`src/rtl/pio_noc_bridge_pkg.sv`:
```
// -----------------------------------------------------------------------------
// noc_bridge_pkg
// Shared constants for the PIO <-> NoC bridge: field widths, bit positions of
// the control/status fields inside the 8-bit addr PIOs, and the FIFO entry
// layout {node, data}.
// -----------------------------------------------------------------------------
package noc_bridge_pkg;

    localparam int NODE_W = 4;
    localparam int WORD_W = 32;
    localparam int ENTRY_W = NODE_W + WORD_W;

    // addr_pio_out (software -> bridge)
    localparam int DEST_LSB   = 0;
    localparam int DEST_MSB   = 3;
    localparam int RX_ACK_BIT = 6;
    localparam int TX_REQ_BIT = 7;

    // addr_pio_in (bridge -> software); [3:0] reuses DEST_LSB/MSB for RX src
    localparam int TX_FULL_BIT  = 5;
    localparam int RX_VALID_BIT = 6;
    localparam int TX_ACK_BIT   = 7;

    // One FIFO entry: TX holds the destination, RX holds the source.
    typedef struct packed {
        logic [NODE_W-1:0] node;
        logic [WORD_W-1:0] data;
    } noc_word_t;

endpackage

```
`src/rtl/pio_noc_bridge_sync_fifo.sv`:
```
// -----------------------------------------------------------------------------
// sync_fifo
// Show-ahead synchronous FIFO. o_dout always shows the head entry; a pop
// advances to the next entry on the following cycle. Pointers carry one extra
// wrap bit so full/empty come from a simple compare.
// Ports:
//   clk, rst_n        clock, asynchronous active-low reset (pointers only)
//   i_push, i_din     write request and data (ignored when full)
//   i_pop             read request (ignored when empty)
//   o_dout            head entry (undefined content when empty)
//   o_full, o_empty   status
// -----------------------------------------------------------------------------
module sync_fifo #(
    parameter int WIDTH = 36,
    parameter int DEPTH = 4
) (
    input  logic             clk,
    input  logic             rst_n,
    input  logic             i_push,
    input  logic [WIDTH-1:0] i_din,
    input  logic             i_pop,
    output logic [WIDTH-1:0] o_dout,
    output logic             o_full,
    output logic             o_empty
);

    localparam int AW = $clog2(DEPTH);
    localparam logic [AW:0] PTR_ONE = 1;

    logic [WIDTH-1:0] r_mem [DEPTH];
    logic [AW:0]      r_wptr;
    logic [AW:0]      r_rptr;
    logic             w_do_push;
    logic             w_do_pop;

    assign w_do_push = i_push && !o_full;
    assign w_do_pop  = i_pop && !o_empty;

    always_ff @(posedge clk or negedge rst_n) begin
        if (!rst_n) begin
            r_wptr <= '0;
            r_rptr <= '0;
        end else begin
            if (w_do_push) r_wptr <= r_wptr + PTR_ONE;
            if (w_do_pop)  r_rptr <= r_rptr + PTR_ONE;
        end
    end

    // Storage is not reset; emptiness is tracked by the pointers alone.
    always_ff @(posedge clk) begin
        if (w_do_push) r_mem[r_wptr[AW-1:0]] <= i_din;
    end

    // Same index with differing wrap bits means the writer lapped the reader.
    assign o_empty = (r_wptr == r_rptr);
    assign o_full  = (r_wptr[AW] != r_rptr[AW]) &&
                     (r_wptr[AW-1:0] == r_rptr[AW-1:0]);
    assign o_dout  = r_mem[r_rptr[AW-1:0]];

endmodule

```
`src/rtl/pio_noc_bridge.sv`:
```
// -----------------------------------------------------------------------------
// pio_noc_bridge
// Lets a Nios II core exchange 32-bit words with a NoC router through two PIOs.
// Software signals "send" and "consumed" by toggling bits in addr_pio_out; the
// bridge answers with a tx_ack toggle and RX status bits in addr_pio_in.
// Ports:
//   clk_clk, reset_reset_n        clock, asynchronous active-low reset
//   addr_pio_out[7:0]             [3:0] dest, [6] rx_ack toggle, [7] tx_req toggle
//   data_pio_out[31:0]            TX payload
//   addr_pio_in[7:0]              [3:0] RX src, [5] tx_full, [6] rx_valid, [7] tx_ack
//   data_pio_in[31:0]             RX head payload (0 when RX empty)
//   noc_tx_valid/ready/data/dest/src   router TX port (valid/ready)
//   noc_rx_valid/ready/data/src        router RX port (valid/ready)
// -----------------------------------------------------------------------------
module pio_noc_bridge
    import noc_bridge_pkg::*;
#(
    parameter logic [NODE_W-1:0] NODE_ID  = '0,
    parameter int                TX_DEPTH = 4,
    parameter int                RX_DEPTH = 4
) (
    input  logic              clk_clk,
    input  logic              reset_reset_n,
    input  logic [7:0]        addr_pio_out,
    input  logic [WORD_W-1:0] data_pio_out,
    output logic [7:0]        addr_pio_in,
    output logic [WORD_W-1:0] data_pio_in,
    output logic              noc_tx_valid,
    input  logic              noc_tx_ready,
    output logic [WORD_W-1:0] noc_tx_data,
    output logic [NODE_W-1:0] noc_tx_dest,
    output logic [NODE_W-1:0] noc_tx_src,
    input  logic              noc_rx_valid,
    output logic              noc_rx_ready,
    input  logic [WORD_W-1:0] noc_rx_data,
    input  logic [NODE_W-1:0] noc_rx_src
);

    logic      r_prev_req;
    logic      r_prev_ack;
    logic      r_tx_pend;
    logic      r_tx_ack;
    noc_word_t r_pend_word;

    logic      w_req_ev;
    logic      w_ack_ev;
    noc_word_t w_req_word;
    noc_word_t w_tx_din;
    noc_word_t w_tx_head;
    noc_word_t w_rx_din;
    noc_word_t w_rx_head;
    logic      w_push_pend;
    logic      w_push_direct;
    logic      w_capture;
    logic      w_tx_push;
    logic      w_tx_pop;
    logic      w_tx_full;
    logic      w_tx_empty;
    logic      w_rx_push;
    logic      w_rx_pop;
    logic      w_rx_full;
    logic      w_rx_empty;
    logic      w_unused_bits;

    assign w_unused_bits = ^addr_pio_out[5:4];

    // Software and bridge share the clock, so a plain XOR against last
    // cycle's value is a clean one-cycle event.
    assign w_req_ev = addr_pio_out[TX_REQ_BIT] ^ r_prev_req;
    assign w_ack_ev = addr_pio_out[RX_ACK_BIT] ^ r_prev_ack;

    assign w_req_word.node = addr_pio_out[DEST_MSB:DEST_LSB];
    assign w_req_word.data = data_pio_out;

    // A pending word has priority; a new request while one is pending is a
    // protocol violation and is dropped.
    assign w_push_pend   = r_tx_pend && !w_tx_full;
    assign w_push_direct = w_req_ev && !r_tx_pend && !w_tx_full;
    assign w_capture     = w_req_ev && !r_tx_pend && w_tx_full;
    assign w_tx_push     = w_push_pend || w_push_direct;
    assign w_tx_din      = r_tx_pend ? r_pend_word : w_req_word;
    assign w_tx_pop      = noc_tx_valid && noc_tx_ready;

    always_ff @(posedge clk_clk or negedge reset_reset_n) begin
        if (!reset_reset_n) begin
            r_prev_req <= 1'b0;
            r_prev_ack <= 1'b0;
            r_tx_pend  <= 1'b0;
            r_tx_ack   <= 1'b0;
        end else begin
            r_prev_req <= addr_pio_out[TX_REQ_BIT];
            r_prev_ack <= addr_pio_out[RX_ACK_BIT];
            if (w_capture)        r_tx_pend <= 1'b1;
            else if (w_push_pend) r_tx_pend <= 1'b0;
            if (w_tx_push)        r_tx_ack  <= ~r_tx_ack;
        end
    end

    // Payload only; r_tx_pend qualifies it, so no reset needed.
    always_ff @(posedge clk_clk) begin
        if (w_capture) r_pend_word <= w_req_word;
    end

    sync_fifo #(.WIDTH(ENTRY_W), .DEPTH(TX_DEPTH)) u_tx_fifo (
        .clk     (clk_clk),
        .rst_n   (reset_reset_n),
        .i_push  (w_tx_push),
        .i_din   (w_tx_din),
        .i_pop   (w_tx_pop),
        .o_dout  (w_tx_head),
        .o_full  (w_tx_full),
        .o_empty (w_tx_empty)
    );

    assign w_rx_din.node = noc_rx_src;
    assign w_rx_din.data = noc_rx_data;
    assign w_rx_push     = noc_rx_valid && !w_rx_full;
    assign w_rx_pop      = w_ack_ev && !w_rx_empty;

    sync_fifo #(.WIDTH(ENTRY_W), .DEPTH(RX_DEPTH)) u_rx_fifo (
        .clk     (clk_clk),
        .rst_n   (reset_reset_n),
        .i_push  (w_rx_push),
        .i_din   (w_rx_din),
        .i_pop   (w_rx_pop),
        .o_dout  (w_rx_head),
        .o_full  (w_rx_full),
        .o_empty (w_rx_empty)
    );

    // Head data is masked when empty so stale storage never leaks out.
    assign noc_tx_valid = !w_tx_empty;
    assign noc_tx_data  = w_tx_empty ? '0 : w_tx_head.data;
    assign noc_tx_dest  = w_tx_empty ? '0 : w_tx_head.node;
    assign noc_tx_src   = NODE_ID;
    assign noc_rx_ready = !w_rx_full;
    assign data_pio_in  = w_rx_empty ? '0 : w_rx_head.data;

    always_comb begin
        addr_pio_in                    = '0;
        addr_pio_in[DEST_MSB:DEST_LSB] = w_rx_empty ? '0 : w_rx_head.node;
        addr_pio_in[TX_FULL_BIT]       = w_tx_full || r_tx_pend;
        addr_pio_in[RX_VALID_BIT]      = !w_rx_empty;
        addr_pio_in[TX_ACK_BIT]        = r_tx_ack;
    end

endmodule

```
`config.mk`:
```
export PLATFORM = sky130hd
export DESIGN_NAME = pio_noc_bridge
export DESIGN_NICKNAME = d
export VERILOG_FILES = /design/src/rtl/pio_noc_bridge_pkg.sv /design/src/rtl/pio_noc_bridge_sync_fifo.sv /design/src/rtl/pio_noc_bridge.sv
export SDC_FILE = /design/constraint.sdc
export NUM_CORES = 1
export LEC_CHECK = 0
export ABC_CLOCK_PERIOD_IN_PS = 5400
export CORE_MARGIN = 2
export CORE_UTILIZATION = 63
export DETAILED_ROUTE_END_ITERATION = 8
export DONT_BUFFER_PORTS = 1
export GPL_TIMING_DRIVEN = 1
export PLACE_DENSITY = 0.82
export SLEW_MARGIN = 30
export SYNTH_ARGS = -nofsm -noshare
export SYNTH_HDL_FRONTEND = slang
export SYNTH_SLANG_ARGS = --single-unit
export TNS_END_PERCENT = 10
```
`constraint.sdc`:
```
create_clock -name clk_clk -period 5.4 [get_ports clk_clk]
set_input_delay 0.54 -clock clk_clk [delete_from_list [all_inputs] [get_ports clk_clk]]
set_output_delay 0.54 -clock clk_clk [all_outputs]
set_load 0.005 [all_outputs]
```
==> results_dict.tcl, run 1 <==
set metrics [dict create \
    status "complete, no violations" \
    drt_first_pass_iters 4 \
    setup_tns_ns 0 \
    fin_crit_sh_pct 63.8 \
    ys.flop_type "edfxtp_1" \
    cts_tree "done" \
    start_kind "register" \
    grt_usage_pct 21.6 \
    peakVddDrop_v 0.000389 \
    place.port_buffers 0 \
    p_total_mw 9.02 \
    viasPerCell 6.23 \
    globalRouteOverflowTotal 0 \
    grt_pass1_wl_mm 35.9 \
    synth_cell_type_count 32 \
    antenna_found_initial 0 \
    synth_top_area_share_pct 72.7 \
    drt_wl_total_mm 23.8 \
    cts_root_buf "clkbuf_16" \
    ys_async_sr_fraction_pct 4.71 \
    final_cell_mix "edfxtp_1, nor2b_1, mux4_2, mux2_2, clkbuf_16" \
    arrival_ns 3.59 \
    synth_mux_area_share_pct 15.5 \
    cts_buffer_depth 3 \
    syn-cell-area_sq_um 13400 \
    synth-seq-cells 340 \
    holdCritPathClass "primary input to register" \
    route.detailed.drc 0 \
    endpoint_kind "register" \
    vias 5862 \
    post_drt_wl_per_cell_um 25.3 \
    place_ws_ns 1.81 \
    antenna_left 0 \
    area_growth_pct 10.2 \
    synth-compound-area-share_pct 0.607 \
    required_ns 5.55 \
    crit_type "register to register" \
    rsz0062_at_grt "no" \
    drt_iter0_markers 354 \
    dieWidth_um 150 \
    ioPinCount 162 \
    die_h_um 150 \
    grt_pass1_vias 6307 \
    synth_top_family_by_area "multiplexers" \
    start_util_pct 63.9 \
    clock.fmax_mhz 290 \
    worstMarginPinSlew_ns 0.927 \
    clock-sinks 340 \
    core_sq_um 21000 \
    rows 53 \
    leakage_nw 4.79 \
    insertion_delay_ns 0.51 \
    clkSlewWorstSetupHoldPaths_ns 0.06 \
    place_inst 881 \
    synth-xor-area-share_pct 1.37 \
    grt_max_degree 42 \
    synth-edff-count 324 \
    synthSimpleGateAreaFrac_pct 4.24 \
    fin_cells 941 \
    drive_gt1_share_pct 26.9 \
    syn_area_per_cell_sq_um 21.4 \
    fin_util_pct 70.4 \
    ys_warn_count 0 \
    finalHoldViolCount 0 \
    cts_buffers 34 \
    yosysTopAreaCell "edfxtp_1" \
    dp_hpwl_mm 13.8 \
    synth_fa_ha_area_share_pct 0.934 \
    post_cts_buffers 0 \
    n_antenna_cell 0 \
    nets 733 \
    fin_skew_ns 0.0148 \
    gp_congestion 0.742 \
    dieArea_sq_um 22400 \
    slew_violations 0 \
    setup_viol 0 \
    min_period_ns 3.45 \
    crit_fanout 39 \
    max-cap-violations 0 \
    final_common_cell "edfxtp_1" \
    slew_headroom_pct 38.2 \
    cts_max_level 2 \
    synthesis.instances 625 \
    p_per_area_nw_per_um2 611 \
    synth.area.top_cells "edfxtp_1, mux4_2, nor2b_1" \
    seq_area_frac_synth_pct 75.6 \
    worst_slack_ns 1.95 \
]
[cells by family (layout without fill, tap and decap cells)]
family,after synthesis,in the layout
AO/OA/AOI/OAI,9,9
XOR/XNOR,21,21
adder cells (fa/ha/maj),10,10
buffers and inverters,42,79
flip-flops,340,340
multiplexers,112,112
other,1,5
AND/OR/NAND/NOR,90,90
[cells in the mapped netlist (2+ instances only)]
cell / count
edfxtp_1: 324
nor2b_1: 74
mux4_2: 72
mux2_2: 39
buf_2: 16
dfrtp_1: 16
buf_4: 13
xnor2_1: 12
ha_1: 10
inv_1: 9
xor2_1: 9
and3_1: 4
and2_1: 3
clkbuf_1: 3
nand2b_1: 3
nor3_2: 2
[per-layer routing]
layer	part of all wire, %	up-vias	track usage [%]	wire, um
met2	52	222	36.6	12400
met4	1.8	0	6.13	431
met5	0	-	0	0
met3	7.5	35	5.82	1790
met1	38	3077	28.2	9150
li1	-	2528	-	-
[through the flow]
step	instance area (sq um)	hold slack, ns
2_1_floorplan	13400	0.244
5_1_grt	14800	0.0373
4_1_cts	14700	0.0406
3_5_place_dp	13700	0.245
3_3_place_gp	13700	0.245
6_report	14800	0.0584
[registers in the layout (all words and copies together) (netlist names)]
signal,cells
u_rx_fifo.r_rptr,3
u_rx_fifo.r_mem,144
r_prev_req,1
r_tx_pend,1
r_prev_ack,1
r_pend_word,36
u_tx_fifo.r_wptr,3
r_tx_ack,1
u_tx_fifo.r_mem,144
u_tx_fifo.r_rptr,3
u_rx_fifo.r_wptr,3
[worst paths after layout]
check                                    start                  end  slack (ns)  depth (start not counted)
max in group asynchronous        reset_reset_n            r_tx_pend        4.29                          1
hold reg to reg                       r_tx_ack             r_tx_ack        0.52                          1
hold / removal                 addr_pio_out[6]           r_prev_ack        0.06                          0
setup / recovery           u_tx_fifo.r_rptr[0]      r_pend_word[15]        1.95                          5
min in group asynchronous        reset_reset_n  u_rx_fifo.r_wptr[1]        0.55                          1
setup reg to reg           u_tx_fifo.r_rptr[0]      r_pend_word[15]        1.95                          5
[power by group]
| group | leakage [nW] | total (mW) | switching, mW | internal (mW) |
|---|---|---|---|---|
| clock | 0.519 | 2.24 | 0.937 | 1.30 |
| sequential | 3.15 | 4.11 | 0.325 | 3.79 |
| combinational | 1.12 | 2.66 | 1.51 | 1.15 |
| total | 4.79 | 9.02 | 2.77 | 6.24 |
[worst max-delay path: stages, from the launching register on]
cell     delay (ns)
dfrtp_2        0.34
buf_4          0.59
xor2_1         0.34
or3_1          0.53
nor3_2         0.73
buf_4          0.53
[final cells by class]
class	count	area [sq um]
flip-flops and latches	340	10100
fillers	1224	6200
multi-input cells	247	3080
clock buffers	42	912
well taps	275	344
clock inverters	17	155
repair buffers	11	85.1
inverters	9	33.8
[what timing repair did]
item,4_1_cts,5_1_grt
hold buffers,1,0
hold endpoints to repair,16,0
gates resized for setup,0,0
(Power assumes the default switching activity.)
==> run 2, diff against run 1 <==
- ABC_CLOCK_PERIOD_IN_PS: 5400 -> 3090
- CORE_UTILIZATION: 63 -> 57
- PLACE_DENSITY: 0.82 -> 0.78
- clock period: 5.4 -> 3.09 ns (I/O delays scaled with it)
==> results_dict.tcl, run 2 (same netlist as run 1, synthesis figures left out) <==
set metrics [dict create \
    status "complete, no violations" \
    setup_tns_ns 0 \
    drt_wl_total_mm 24.0 \
    post_cts_buffers 0 \
    cts_max_level 2 \
    setup_viol 0 \
    cts_buffer_depth 3 \
    crit_fanout 25 \
    cp_slowest_stage_delay_ns 0.56 \
    hold_buffers 75 \
    drive_gt1_share_pct 25.9 \
    slew_headroom_pct 48.4 \
    place.port_buffers 0 \
    clkSlewWorstSetupHoldPaths_ns 0.06 \
    viasPerCell 5.68 \
    min_period_ns 2.63 \
    required_ns 2.78 \
    worstMarginPinSlew_ns 0.771 \
    start_kind "register" \
    globalRouteOverflowTotal 0 \
    vias 6100 \
    finalHoldViolCount 0 \
    route.detailed.drc 0 \
    slew_violations 0 \
    clock.fmax_mhz 380 \
    path_cells "xor2_1 -> nor3_4 -> buf_4 -> nor2b_1" \
    rsz0062_at_grt "no" \
    arrival_ns 2.33 \
    drt_first_pass_iters 4 \
    post_drt_wl_per_cell_um 22.4 \
    gp_congestion 0.769 \
    start_util_pct 57.6 \
    dieArea_sq_um 24700 \
    max-cap-violations 0 \
    crit_type "register to output port" \
    core_sq_um 23300 \
    holdCritPathClass "primary input to register" \
    rows 56 \
    leakage_nw 5.18 \
    cts_root_buf "clkbuf_16" \
    fin_crit_sh_pct 85.3 \
    dp_hpwl_mm 13.6 \
    insertion_delay_ns 0.50 \
    area_growth_pct 17.1 \
    nets 817 \
    ioPinCount 162 \
    cts_buffers 36 \
    dieWidth_um 157 \
    antenna_left 0 \
    grt_pass1_vias 6683 \
    clock-sinks 340 \
    drt_iter0_markers 399 \
    cts_tree "done" \
    grt_max_degree 41 \
    p_per_area_nw_per_um2 1020 \
    endpoint_kind "output port" \
    final_cell_mix "edfxtp_1, dlygate4sd3_1, nor2b_1, mux4_2, mux2_2" \
    grt_pass1_wl_mm 36.7 \
    peakVddDrop_v 0.000578 \
    final_common_cell "edfxtp_1" \
    fin_util_pct 67.4 \
    cts.repair.resized 0 \
    whs_ns 0.0192 \
    cpMaxStageDelayCell "nor3_4" \
    antenna_found_initial 1 \
    die_h_um 157 \
    grt_usage_pct 19.8 \
    fin_skew_ns 0.0100 \
]
==> run 2: changes by cell type in the layout (fill, tap and decap cells not counted), sizes merged <==
cell,before,now
clkinv,14,13
buf,10,18
inv,9,12
diode,0,1
dlygate4sd3,1,75
clkbuf,42,47
bufinv,2,1
==> run 2: metal layers <==
metal	global-route usage, %	part of all wire (%)
met5	0	0
met2	33.5	52
met4	6.67	1.8
met3	4.90	6.1
met1	25.4	40
==> run 2: path summary, 6_finish.rpt <==
| check | start | to | slack [ns] | cells after the start |
|---|---|---|---|---|
| setup / recovery | u_tx_fifo.r_wptr[1] | noc_tx_data[3] | 0.46 | 4 |
| hold / removal | noc_tx_ready | u_tx_fifo.r_rptr[2] | 0.02 | 2 |
| setup reg to reg | u_tx_fifo.r_wptr[1] | u_tx_fifo.r_mem[2][6] | 0.59 | 4 |
| hold reg to reg | u_rx_fifo.r_rptr[2] | u_rx_fifo.r_rptr[2] | 0.52 | 1 |
| max in group asynchronous | reset_reset_n | r_tx_pend | 2.22 | 1 |
| min in group asynchronous | reset_reset_n | u_rx_fifo.r_rptr[1] | 0.33 | 1 |
==> run 2: through the flow <==
stage               area, sq um  setup slack (ns)  power [mW]  std cells
floorplan                 13400            0.0981        10.7        629
CTS                       15700             0.373        16.2       1073
finish                    15700             0.456        16.0       1074
global placement          13800             0.712        11.9        933
global route              15700             0.280        16.9       1074
detailed placement        13800             0.607        12.1        933
==> run 2: critical path: cells and delay by family (launching register included) <==
family / cells / cell delay [ns]
AND/OR/NAND/NOR: 2 / 0.70
XOR/XNOR: 1 / 0.25
flip-flops: 1 / 0.44
buffers and inverters: 1 / 0.41
==> run 2: layout make-up <==
class	count	area (sq um)
Tap cell	319	399
Multi-Input combinational cell	247	3080
Inverter	9	33.8
Sequential cell	340	10100
Clock inverter	18	124
Antenna cell	1	2.50
Timing Repair Buffer	93	923
Fill cell	1458	7580
Clock buffer	47	983
==> run 2: power breakdown <==
part / switching (mW) / total (mW) / internal (mW)
combinational: 2.92 / 5.07 / 2.16
sequential: 0.352 / 6.96 / 6.61
clock: 1.64 / 3.98 / 2.34
